$ cat src/rtl/image_uart_pkg.sv
// rtl/image_uart_pkg.sv - shared image UART widths, default timing constants and state encoding
`timescale 1ns/1ps
package image_uart_pkg;
    localparam int IMG_ADDR_W       = 14;
    localparam int PIX_W            = 8;
    localparam int DEF_CLKS_PER_BIT = 868;
    localparam int DEF_NUM_PIXELS   = 16384;

    typedef enum logic [2:0] {
        ST_IDLE,
        ST_FETCH,
        ST_WAIT,
        ST_START,
        ST_DATA,
        ST_PARITY,
        ST_STOP,
        ST_DONE
    } tx_state_t;
endpackage

$ cat src/rtl/uart_tx_serializer.sv
// rtl/uart_tx_serializer.sv - one UART frame per load; even parity slot under IMAGE_UART_TX_PARITY_EN
`timescale 1ns/1ps
module uart_tx_serializer
    import image_uart_pkg::*;
#(
    parameter int CLKS_PER_BIT = DEF_CLKS_PER_BIT
) (
    input  logic             clk,
    input  logic             reset,
    input  logic             load,
    input  logic [PIX_W-1:0] data_in,
    output logic             tx,
    output logic             frame_done
);
    localparam int BAUD_W = $clog2(CLKS_PER_BIT);

    tx_state_t        state;
    logic [BAUD_W-1:0] baud_cnt;
    logic [2:0]        bit_idx;
    logic [PIX_W-1:0]  shreg;
    logic              baud_wrap;
`ifdef IMAGE_UART_TX_PARITY_EN
    logic              parity_bit;
`endif

    assign baud_wrap  = (baud_cnt == BAUD_W'(CLKS_PER_BIT - 1));
    // Asserted in the last cycle of the stop bit so the fetch side can react on the same edge.
    assign frame_done = (state == ST_STOP) && baud_wrap;

    always_ff @(posedge clk or negedge reset) begin
        if (!reset) begin
            state    <= ST_IDLE;
            baud_cnt <= '0;
            bit_idx  <= '0;
            shreg    <= '0;
            tx       <= 1'b1;
`ifdef IMAGE_UART_TX_PARITY_EN
            parity_bit <= 1'b0;
`endif
        end else begin
            case (state)
                ST_IDLE: begin
                    if (load) begin
                        shreg    <= data_in;
                        tx       <= 1'b0;
                        baud_cnt <= '0;
                        bit_idx  <= '0;
                        state    <= ST_START;
`ifdef IMAGE_UART_TX_PARITY_EN
                        parity_bit <= ^data_in;
`endif
                    end
                end
                ST_START: begin
                    if (baud_wrap) begin
                        baud_cnt <= '0;
                        tx       <= shreg[0];
                        state    <= ST_DATA;
                    end else begin
                        baud_cnt <= baud_cnt + 1'b1;
                    end
                end
                ST_DATA: begin
                    if (baud_wrap) begin
                        baud_cnt <= '0;
                        if (bit_idx == 3'd7) begin
                            bit_idx <= '0;
`ifdef IMAGE_UART_TX_PARITY_EN
                            tx    <= parity_bit;
                            state <= ST_PARITY;
`else
                            tx    <= 1'b1;
                            state <= ST_STOP;
`endif
                        end else begin
                            bit_idx <= bit_idx + 1'b1;
                            shreg   <= {1'b0, shreg[PIX_W-1:1]};
                            tx      <= shreg[1];
                        end
                    end else begin
                        baud_cnt <= baud_cnt + 1'b1;
                    end
                end
`ifdef IMAGE_UART_TX_PARITY_EN
                ST_PARITY: begin
                    if (baud_wrap) begin
                        baud_cnt <= '0;
                        tx       <= 1'b1;
                        state    <= ST_STOP;
                    end else begin
                        baud_cnt <= baud_cnt + 1'b1;
                    end
                end
`endif
                ST_STOP: begin
                    if (baud_wrap) begin
                        baud_cnt <= '0;
                        state    <= ST_IDLE;
                    end else begin
                        baud_cnt <= baud_cnt + 1'b1;
                    end
                end
                default: begin
                    tx    <= 1'b1;
                    state <= ST_IDLE;
                end
            endcase
        end
    end
endmodule

$ cat src/rtl/image_uart_tx.sv
// rtl/image_uart_tx.sv - streams an image BRAM out over UART; IMAGE_UART_TX_PARITY_EN selects 8E1
`timescale 1ns/1ps
module image_uart_tx
    import image_uart_pkg::*;
#(
    parameter int CLKS_PER_BIT = DEF_CLKS_PER_BIT,
    parameter int NUM_PIXELS   = DEF_NUM_PIXELS
) (
    input  logic                  clk,
    input  logic                  reset,
    input  logic                  start,
    output logic [IMG_ADDR_W-1:0] addr,
    output logic                  rd_en,
    input  logic [PIX_W-1:0]      pixel,
    output logic                  TxD,
    output logic                  busy,
    output logic                  done
);
    localparam logic [IMG_ADDR_W-1:0] LAST_PIX = IMG_ADDR_W'(NUM_PIXELS - 1);

    tx_state_t             state;
    logic [IMG_ADDR_W-1:0] pix_cnt;
    logic                  load;
    logic                  frame_done;

    // BRAM data is valid during WAIT; the serializer captures it on the edge closing WAIT.
    assign load = (state == ST_WAIT);

    uart_tx_serializer #(
        .CLKS_PER_BIT(CLKS_PER_BIT)
    ) u_serializer (
        .clk        (clk),
        .reset      (reset),
        .load       (load),
        .data_in    (pixel),
        .tx         (TxD),
        .frame_done (frame_done)
    );

    // ST_START here stands for "frame in flight"; the serializer walks the bit phases itself.
    always_ff @(posedge clk or negedge reset) begin
        if (!reset) begin
            state   <= ST_IDLE;
            pix_cnt <= '0;
            addr    <= '0;
            rd_en   <= 1'b0;
            busy    <= 1'b0;
            done    <= 1'b0;
        end else begin
            case (state)
                ST_IDLE: begin
                    if (start) begin
                        busy  <= 1'b1;
                        rd_en <= 1'b1;
                        addr  <= pix_cnt;
                        state <= ST_FETCH;
                    end
                end
                ST_FETCH: begin
                    rd_en <= 1'b0;
                    state <= ST_WAIT;
                end
                ST_WAIT: begin
                    state <= ST_START;
                end
                ST_START: begin
                    if (frame_done) begin
                        if (pix_cnt == LAST_PIX) begin
                            pix_cnt <= '0;
                            addr    <= '0;
                            done    <= 1'b1;
                            state   <= ST_DONE;
                        end else begin
                            pix_cnt <= pix_cnt + 1'b1;
                            addr    <= pix_cnt + 1'b1;
                            rd_en   <= 1'b1;
                            state   <= ST_FETCH;
                        end
                    end
                end
                ST_DONE: begin
                    done  <= 1'b0;
                    busy  <= 1'b0;
                    state <= ST_IDLE;
                end
                default: begin
                    rd_en <= 1'b0;
                    done  <= 1'b0;
                    busy  <= 1'b0;
                    state <= ST_IDLE;
                end
            endcase
        end
    end
endmodule

$ cat config.mk
export PLATFORM = sky130hd
export DESIGN_NAME = image_uart_tx
export DESIGN_NICKNAME = d
export VERILOG_FILES = /design/src/rtl/image_uart_pkg.sv /design/src/rtl/uart_tx_serializer.sv /design/src/rtl/image_uart_tx.sv
export SDC_FILE = /design/constraint.sdc
export NUM_CORES = 1
export LEC_CHECK = 0
export ABC_AREA = 1
export BUFFER_PORTS_ARGS = -buffer_cell sky130_fd_sc_hd__buf_2
export CORE_MARGIN = 8
export CORE_UTILIZATION = 62
export CTS_CLUSTER_DIAMETER = 200
export DETAILED_ROUTE_END_ITERATION = 10
export HOLD_SLACK_MARGIN = 0.03
export PLACE_DENSITY = 0.86
export SETUP_SLACK_MARGIN = 0.3
export SLEW_MARGIN = 20
export SYNTH_ARGS = -nofsm -noshare
export SYNTH_HDL_FRONTEND = slang
export SYNTH_SLANG_ARGS = --single-unit
$ cat constraint.sdc
create_clock -name clk -period 4.2 [get_ports clk]
set_input_delay 0.63 -clock clk [delete_from_list [all_inputs] [get_ports clk]]
set_output_delay 0.63 -clock clk [all_outputs]
set_load 0.05 [all_outputs]
==> results of run 1 <==
-- state kept, by name (all words and copies together) (netlist names) --
register / cells
u_serializer.state: 3
addr: 14
state: 3
u_serializer.shreg: 8
u_serializer.bit_idx: 3
rd_en: 1
done: 1
u_serializer.tx: 1
u_serializer.baud_cnt: 10
busy: 1
pix_cnt: 14
-- routing by layer --
metal / track usage, % / share of wire, % / up-vias / wire, um
met4: 9.06 / 2.2 / 0 / 155
met3: 4.41 / 4.7 / 17 / 340
met1: 25.8 / 46 / 1365 / 3280
met2: 34.3 / 47 / 88 / 3410
met5: 0 / 0 / - / 0
li1: - / - / 1445 / -
-- cell usage after synthesis, types with 2 or more instances --
master / number
a21oi_1: 8
buf_2: 6
clkbuf_1: 4
dfrtp_1: 58
ha_1: 4
inv_1: 41
nand2_1: 132
nand2_2: 3
nand3_1: 31
nand4_1: 11
nor2_1: 44
nor2_2: 3
nor3_1: 8
nor3_2: 2
o21ai_0: 40
o21bai_1: 2
o31ai_1: 8
or2_2: 3
xor2_1: 8
-- area by class of cell --
class / instances / area, sq um / area share, %
clock buffers: 11 / 151 / 4.28
clock inverters: 3 / 15.0 / 0.424
inverters: 42 / 158 / 4.45
multi-input cells: 314 / 1500 / 42.5
flip-flops and latches: 59 / 1480 / 41.7
well taps: 70 / 87.6 / 2.47
repair buffers: 29 / 148 / 4.17
-- worst reg2reg max path: stages (launching register included) --
cell     delay (ps)
dfrtp_1         380
nand2_1          80
nor2_1          630
inv_1           500
nand2_1         250
nand3_2         290
nor2_1          170
nand2_1          60
nand2_1          60
-- worst paths after layout --
kind	from	endpoint	slack [ps]	cells past startpoint
setup / recovery	state[0]	addr[13]	1720	8
max in group asynchronous	reset	u_serializer.tx	3020	2
min in group clk	rd_en	rd_en	480	2
hold / removal	reset	u_serializer.baud_cnt[4]	310	1
setup reg to reg	state[0]	addr[13]	1720	8
hold reg to reg	rd_en	rd_en	480	2
-- kinds of logic after synthesis --
kind of cell / share of synthesized area [%]
DFF: 46.3
xor gates and xnor gates: 2.20
adders and majority gates: 1.57
and+or+nand+nor: 32.5
buffers and inverters: 6.59
AOI/OAI and AO/OA: 10.8
-- report_power, final --
part           leakage (nW)  switching [mW]  total, mW  internal [mW]
Clock                0.0908           0.214      0.450          0.236
Sequential            0.769               0      0.568          0.568
Combinational          1.00          0.0127     0.0175        0.00478
==> out/metrics.cfg, run 1 <==
[clock_tree]
cts_resized = 0
cts_tree = done
ctsHoldBuffers = 0
cts_max_path_buffers = 2
cts_root_buffer = clkbuf_8
cts_buffers = 9
path_clk_slew_ps = 70
post_cts_buffers = 0
clkLatencyLatePin_ps = 340
cts.sinks = 59
cts_max_level = 3

[layout]
layout_common_cells = 132 x nand2_1, 58 x dfrtp_1, 44 x nor2_1
utilization_pct = 70.2
synthToLayoutAreaGrowth_pct = 10.9
final_area_sq_mm = 0.00354
fill_cells = 406
fin_cells = 528
fin_nets = 470
drive_gt1_share_pct = 12.9
layout_commonest_cell = nand2_1
n_antenna_cell = 0

[pwr]
irDropWorstVdd_mv = 0.228
powerDensity_mw_per_mm2 = 293
leakagePower_nw = 1.86
total_power_mw = 1.04

[global_routing]
grt_max_degree = 32
gr-usage-all-layers_pct = 20.9
grt-ovfl-total = 0
grt_first_pass_wirelength_um = 12600
grt_pass1_vias = 2829
antenna_found_initial = 0

[placement]
gp_congestion = 0.929
place_area_sq_mm = 0.00337
port_buffers = 28
hpwl_um = 5250
dp_slack_ps = 1790
placed_cells = 514

[worst_setup_path]
cp_common_cell = nand2_1
end_kind = flop
crit_chain = nand2_1 > nor2_1 > inv_1 > nand2_1 > nand3_2 > nor2_1 > nand2_1 > nand2_1
cp_data_required_time_ps = 4480
path_max_fanout = 20
cpPeakStageDelay_ps = 630
path_buf_inv = 1
crit_family = simple AND/OR/NAND/NOR gates
slowest_stage = nor2_1
start_kind = flop
critPathArrivalTime_ps = 2760
critPathKind = reg2reg

[die]
dieArea_sq_mm = 0.00770
ios = 29
start_util_pct = 63.3
core_area_sq_mm = 0.00504
fp.dieW_um = 87.8
die_h_um = 87.8
num_rows = 26

[flow_run]
maxCapViolations = 0

[hold_path]
hp-class = in2async

[synth]
synth_top_area_share_pct = 45.5
ys_ff_latch = 59
synth_edf_count = 0
synth_area_leaders = dfrtp_1 45%, nand2_1 16%, o21ai_0 6.3%
synth_flop_cell = dfrtp_1
yosysWarnings = 0
async_flop_share_pct = 100
syn_nets = 441
ys_types = 29
syn_area_per_cell_sq_um = 7.49
post-synth-top-area-cell = dfrtp_1
synth_area_sq_mm = 0.00319
yosysSeqAreaShare_pct = 46.3
netlist_instances = 426

[timing]
tightest_slew_ps = 823
clock.fmax_ghz = 0.403
fin_crit_sh_pct = 59.1
final.setup_skew_ps = 8.81
setup_slack_ps = 1720
tns_ps = 0
slew_headroom_pct = 44.9
setup_viol = 0
slew_viol_final = 0
hold_viol_final = 0
fin_hold_ws_ps = 307
rsz0062_at_grt = false
fin_crit_ps = 2480

[routing]
drt-wirelength-per-cell_um = 13.6
drc = 0
drt-total-wl_um = 7180
num_vias = 2915
routed_via_density = 5.52
ant_nets = 0
drt-pass1-iter-count = 6
drtIter0Drc = 190

[run_status]
status = complete, no violations

(Power assumes the default switching activity.)
==> run 2: changes to the inputs <==
--- a/config.mk
+++ b/config.mk
@@ -5,14 +5,14 @@
 export SDC_FILE = /design/constraint.sdc
 export NUM_CORES = 1
 export LEC_CHECK = 0
-export ABC_AREA = 1
+export ABC_AREA = 0
 export BUFFER_PORTS_ARGS = -buffer_cell sky130_fd_sc_hd__buf_2
 export CORE_MARGIN = 8
-export CORE_UTILIZATION = 62
+export CORE_UTILIZATION = 53
 export CTS_CLUSTER_DIAMETER = 200
 export DETAILED_ROUTE_END_ITERATION = 10
 export HOLD_SLACK_MARGIN = 0.03
-export PLACE_DENSITY = 0.86
+export PLACE_DENSITY = 0.78
 export SETUP_SLACK_MARGIN = 0.3
 export SLEW_MARGIN = 20
 export SYNTH_ARGS = -nofsm -noshare
==> constraint.sdc (replaced) <==
create_clock -name clk -period 2.2 [get_ports clk]
set_input_delay 0.33 -clock clk [delete_from_list [all_inputs] [get_ports clk]]
set_output_delay 0.33 -clock clk [all_outputs]
set_load 0.05 [all_outputs]
==> run 2 against run 1 <==
  * Critical path depth shrank 1
  * Cell area grew 6.4%
  * Clock-buffer cell count grew 3
  * Sequential power grew 110%
  * Critical path type unchanged
  * Combinational power grew to 13 times the previous value
  * Via count shrank 8.6%
  * Register-to-register slack lost 1500 ps
  * Fmax grew 24%
  * Core utilization shrank 2.2 points
  * Largest power group unchanged
==> out/metrics.cfg, run 2 <==
[run_status]
status = complete, no violations

[synth]
ys_types = 50
synth_top_area_share_pct = 47.2
synthMostInstantiatedCell = dfrtp_1
synth_area_sq_mm = 0.00307
synth_area_leaders = dfrtp_1 47%, o21ai_0 6.8%, nand2_1 5.6%
ys_ff_latch = 59
async_flop_share_pct = 100
yosysSeqAreaShare_pct = 48.1
synth_edf_count = 0
syn_nets = 348
netlist_instances = 333
yosysWarnings = 0
synth_flop_cell = dfrtp_1
post-synth-top-area-cell = dfrtp_1
syn_area_per_cell_sq_um = 9.23
synth_commonest_cells = 58 x dfrtp_1, 46 x nand2_1, 42 x o21ai_0

[routing]
num_vias = 2664
drtIter0Drc = 225
drc = 0
drt-pass1-iter-count = 5
routed_via_density = 5.75
ant_nets = 0
drt-wirelength-per-cell_um = 15.2
drt-total-wl_um = 7060

[timing]
tns_ps = 0
setup_viol = 0
clock.fmax_ghz = 0.501
final.setup_skew_ps = 8.62
rsz0062_at_grt = true
slew_headroom_pct = 72.1
hold_viol_final = 0
fin_hold_ws_ps = 226
fin_crit_sh_pct = 90.7
slew_viol_final = 0
setup_slack_ps = 205
tightest_slew_ps = 419
fin_crit_ps = 2000

[global_routing]
grt_pass1_vias = 2599
gr-usage-all-layers_pct = 17.1
grt-ovfl-total = 0
antenna_found_initial = 0
grt_busiest_layer = met2
grt_first_pass_wirelength_um = 11800
met2_usage_pct = 29.0
grt_max_degree = 28
use_met1_pct = 19.2
grt_use_met3_pct = 6.28

[die]
ios = 29
core_area_sq_mm = 0.00554
start_util_pct = 55.5
dieArea_sq_mm = 0.00849
die_h_um = 92.1
num_rows = 27
fp.dieW_um = 92.1

[clock_tree]
cts_root_buffer = clkbuf_8
path_clk_slew_ps = 60
cts_max_path_buffers = 2
cts_tree = done
cts_max_level = 3
clkLatencyLatePin_ps = 340
cts.sinks = 59
cts_buffers = 9

[layout]
final_area_sq_mm = 0.00377
n_antenna_cell = 0
synthToLayoutAreaGrowth_pct = 22.6
layout_common_cells = 56 x dfrtp_1, 45 x nand2_1, 35 x o21ai_0
drive_gt1_share_pct = 28.4
top_regs = addr: 14 flops, pix_cnt: 14 flops, u_serializer.baud_cnt: 10 flops
fin_nets = 401
layout_commonest_cell = dfrtp_1
utilization_pct = 68.0

[worst_setup_path]
timing.reg2reg.setup_slack_ps = 200
critPathArrivalTime_ps = 2250
slowest_stage = dfrtp_1
rr_endpoint = pix_cnt[10]
end_kind = flop
reg2reg_depth = 7
crit_chain = ha_2 > nand4b_1 > buf_6 > or3_4 > or3_4 > nor4_4 > xor2_1
cpPeakStageDelay_ps = 390
cp_data_required_time_ps = 2460
critPathKind = reg2reg
startpoint = u_serializer.baud_cnt[1]
cp_common_cell = or3_4
path_max_fanout = 5
r2r-start = u_serializer.baud_cnt[1]
crit_end = pix_cnt[10]
start_kind = flop

[placement]
dp_slack_ps = 122
port_buffers = 28
gp_congestion = 0.938
place_area_sq_mm = 0.00339
hpwl_um = 4790

[hold_path]
hp-class = in2reg

[pwr]
comb_power_share_pct = 9.6
p_seq_share_pct = 51.1
sw_frac_of_total_pct = 25.2
irDropWorstVdd_mv = 0.478
p_sw_mw = 0.576
p_clk_share_pct = 39.2
powerDensity_mw_per_mm2 = 605
leakagePower_nw = 1.74
internal_power_mw = 1.70

[flow_run]
maxCapViolations = 0

run 2: cell types whose count changed after synthesis, moves of 7 or more:
cell	before	now
nand4_1	11	4
nand3_1	31	12
inv_1	41	5
nand2_1	132	46
mux2_2	0	14
clkbuf_1	4	13
xnor2_1	0	9
nor2_1	44	32
run 2: how the worst min path moves through the flow:
stage                   from                    end  cells past startpoint
detailed placement     reset               addr[12]                      1
CTS                 pixel[7]  u_serializer.shreg[7]                      3
floorplan              reset                addr[0]                      0
global route        pixel[7]  u_serializer.shreg[7]                      3
global placement       reset                addr[8]                      1
finish              pixel[7]  u_serializer.shreg[7]                      3
run 2: layer usage:
layer	vias up	wire length, um
met5	-	0
met4	0	141
met3	13	401
met2	70	3620
met1	1292	2900
li1	1289	-
run 2: per-stage QoR:
stage / cells / power [mW]
after detailed placement: 434 / 1.40
after floorplan: 333 / 1.33
after global routing: 463 / 2.38
after CTS: 458 / 2.31
final: 463 / 2.28
after global placement: 434 / 1.40
run 2: what timing repair did:
item / in CTS / in global routing
setup buffers: 7 / 3
cloned: 0 / 2
hold buffers: 1 / 0
pin swaps: 1 / 7
gates resized for setup: 4 / 30
endpoints found under the setup margin: 39 / 35
endpoints found under the hold margin: 14 / 0
run 2: critical path: cells and delay by family, from the launching register on:
kind | cells | cell delay, ps
adders and majority gates | 1 | 220
DFF | 1 | 390
buffers and inverters | 1 | 150
xor gates and xnor gates | 1 | 190
and+or+nand+nor | 4 | 980
run 2: area by class of cell:
class / count / area (sq um)
clock buffer: 14 / 173
clock inverter: 2 / 10.0
fill: 424 / 1770
inverter: 5 / 18.8
multi-input combinational: 252 / 1600
sequential: 59 / 1480
tap: 72 / 90.1
timing repair buffer: 59 / 395
run 2: kinds of logic after synthesis:
family | Yosys count | synth area share (%)
AO/OA/AOI/OAI | 82 | 15.6
XOR/XNOR | 15 | 4.28
adder cells (fa/ha/maj) | 4 | 1.63
buffers and inverters | 22 | 2.81
flip-flops | 59 | 48.1
multiplexers | 15 | 5.46
AND/OR/NAND/NOR | 136 | 22.1
run 2: power groups by stage:
| stage | combinational (mW) | clock [mW] | sequential, mW |
|---|---|---|---|
| floorplan | 0.0500 | 0 | 1.28 |
| global placement | 0.214 | 0 | 1.18 |
| detailed placement | 0.218 | 0 | 1.19 |
| CTS | 0.224 | 0.921 | 1.17 |
| global route | 0.238 | 0.966 | 1.17 |
| finish | 0.219 | 0.894 | 1.17 |
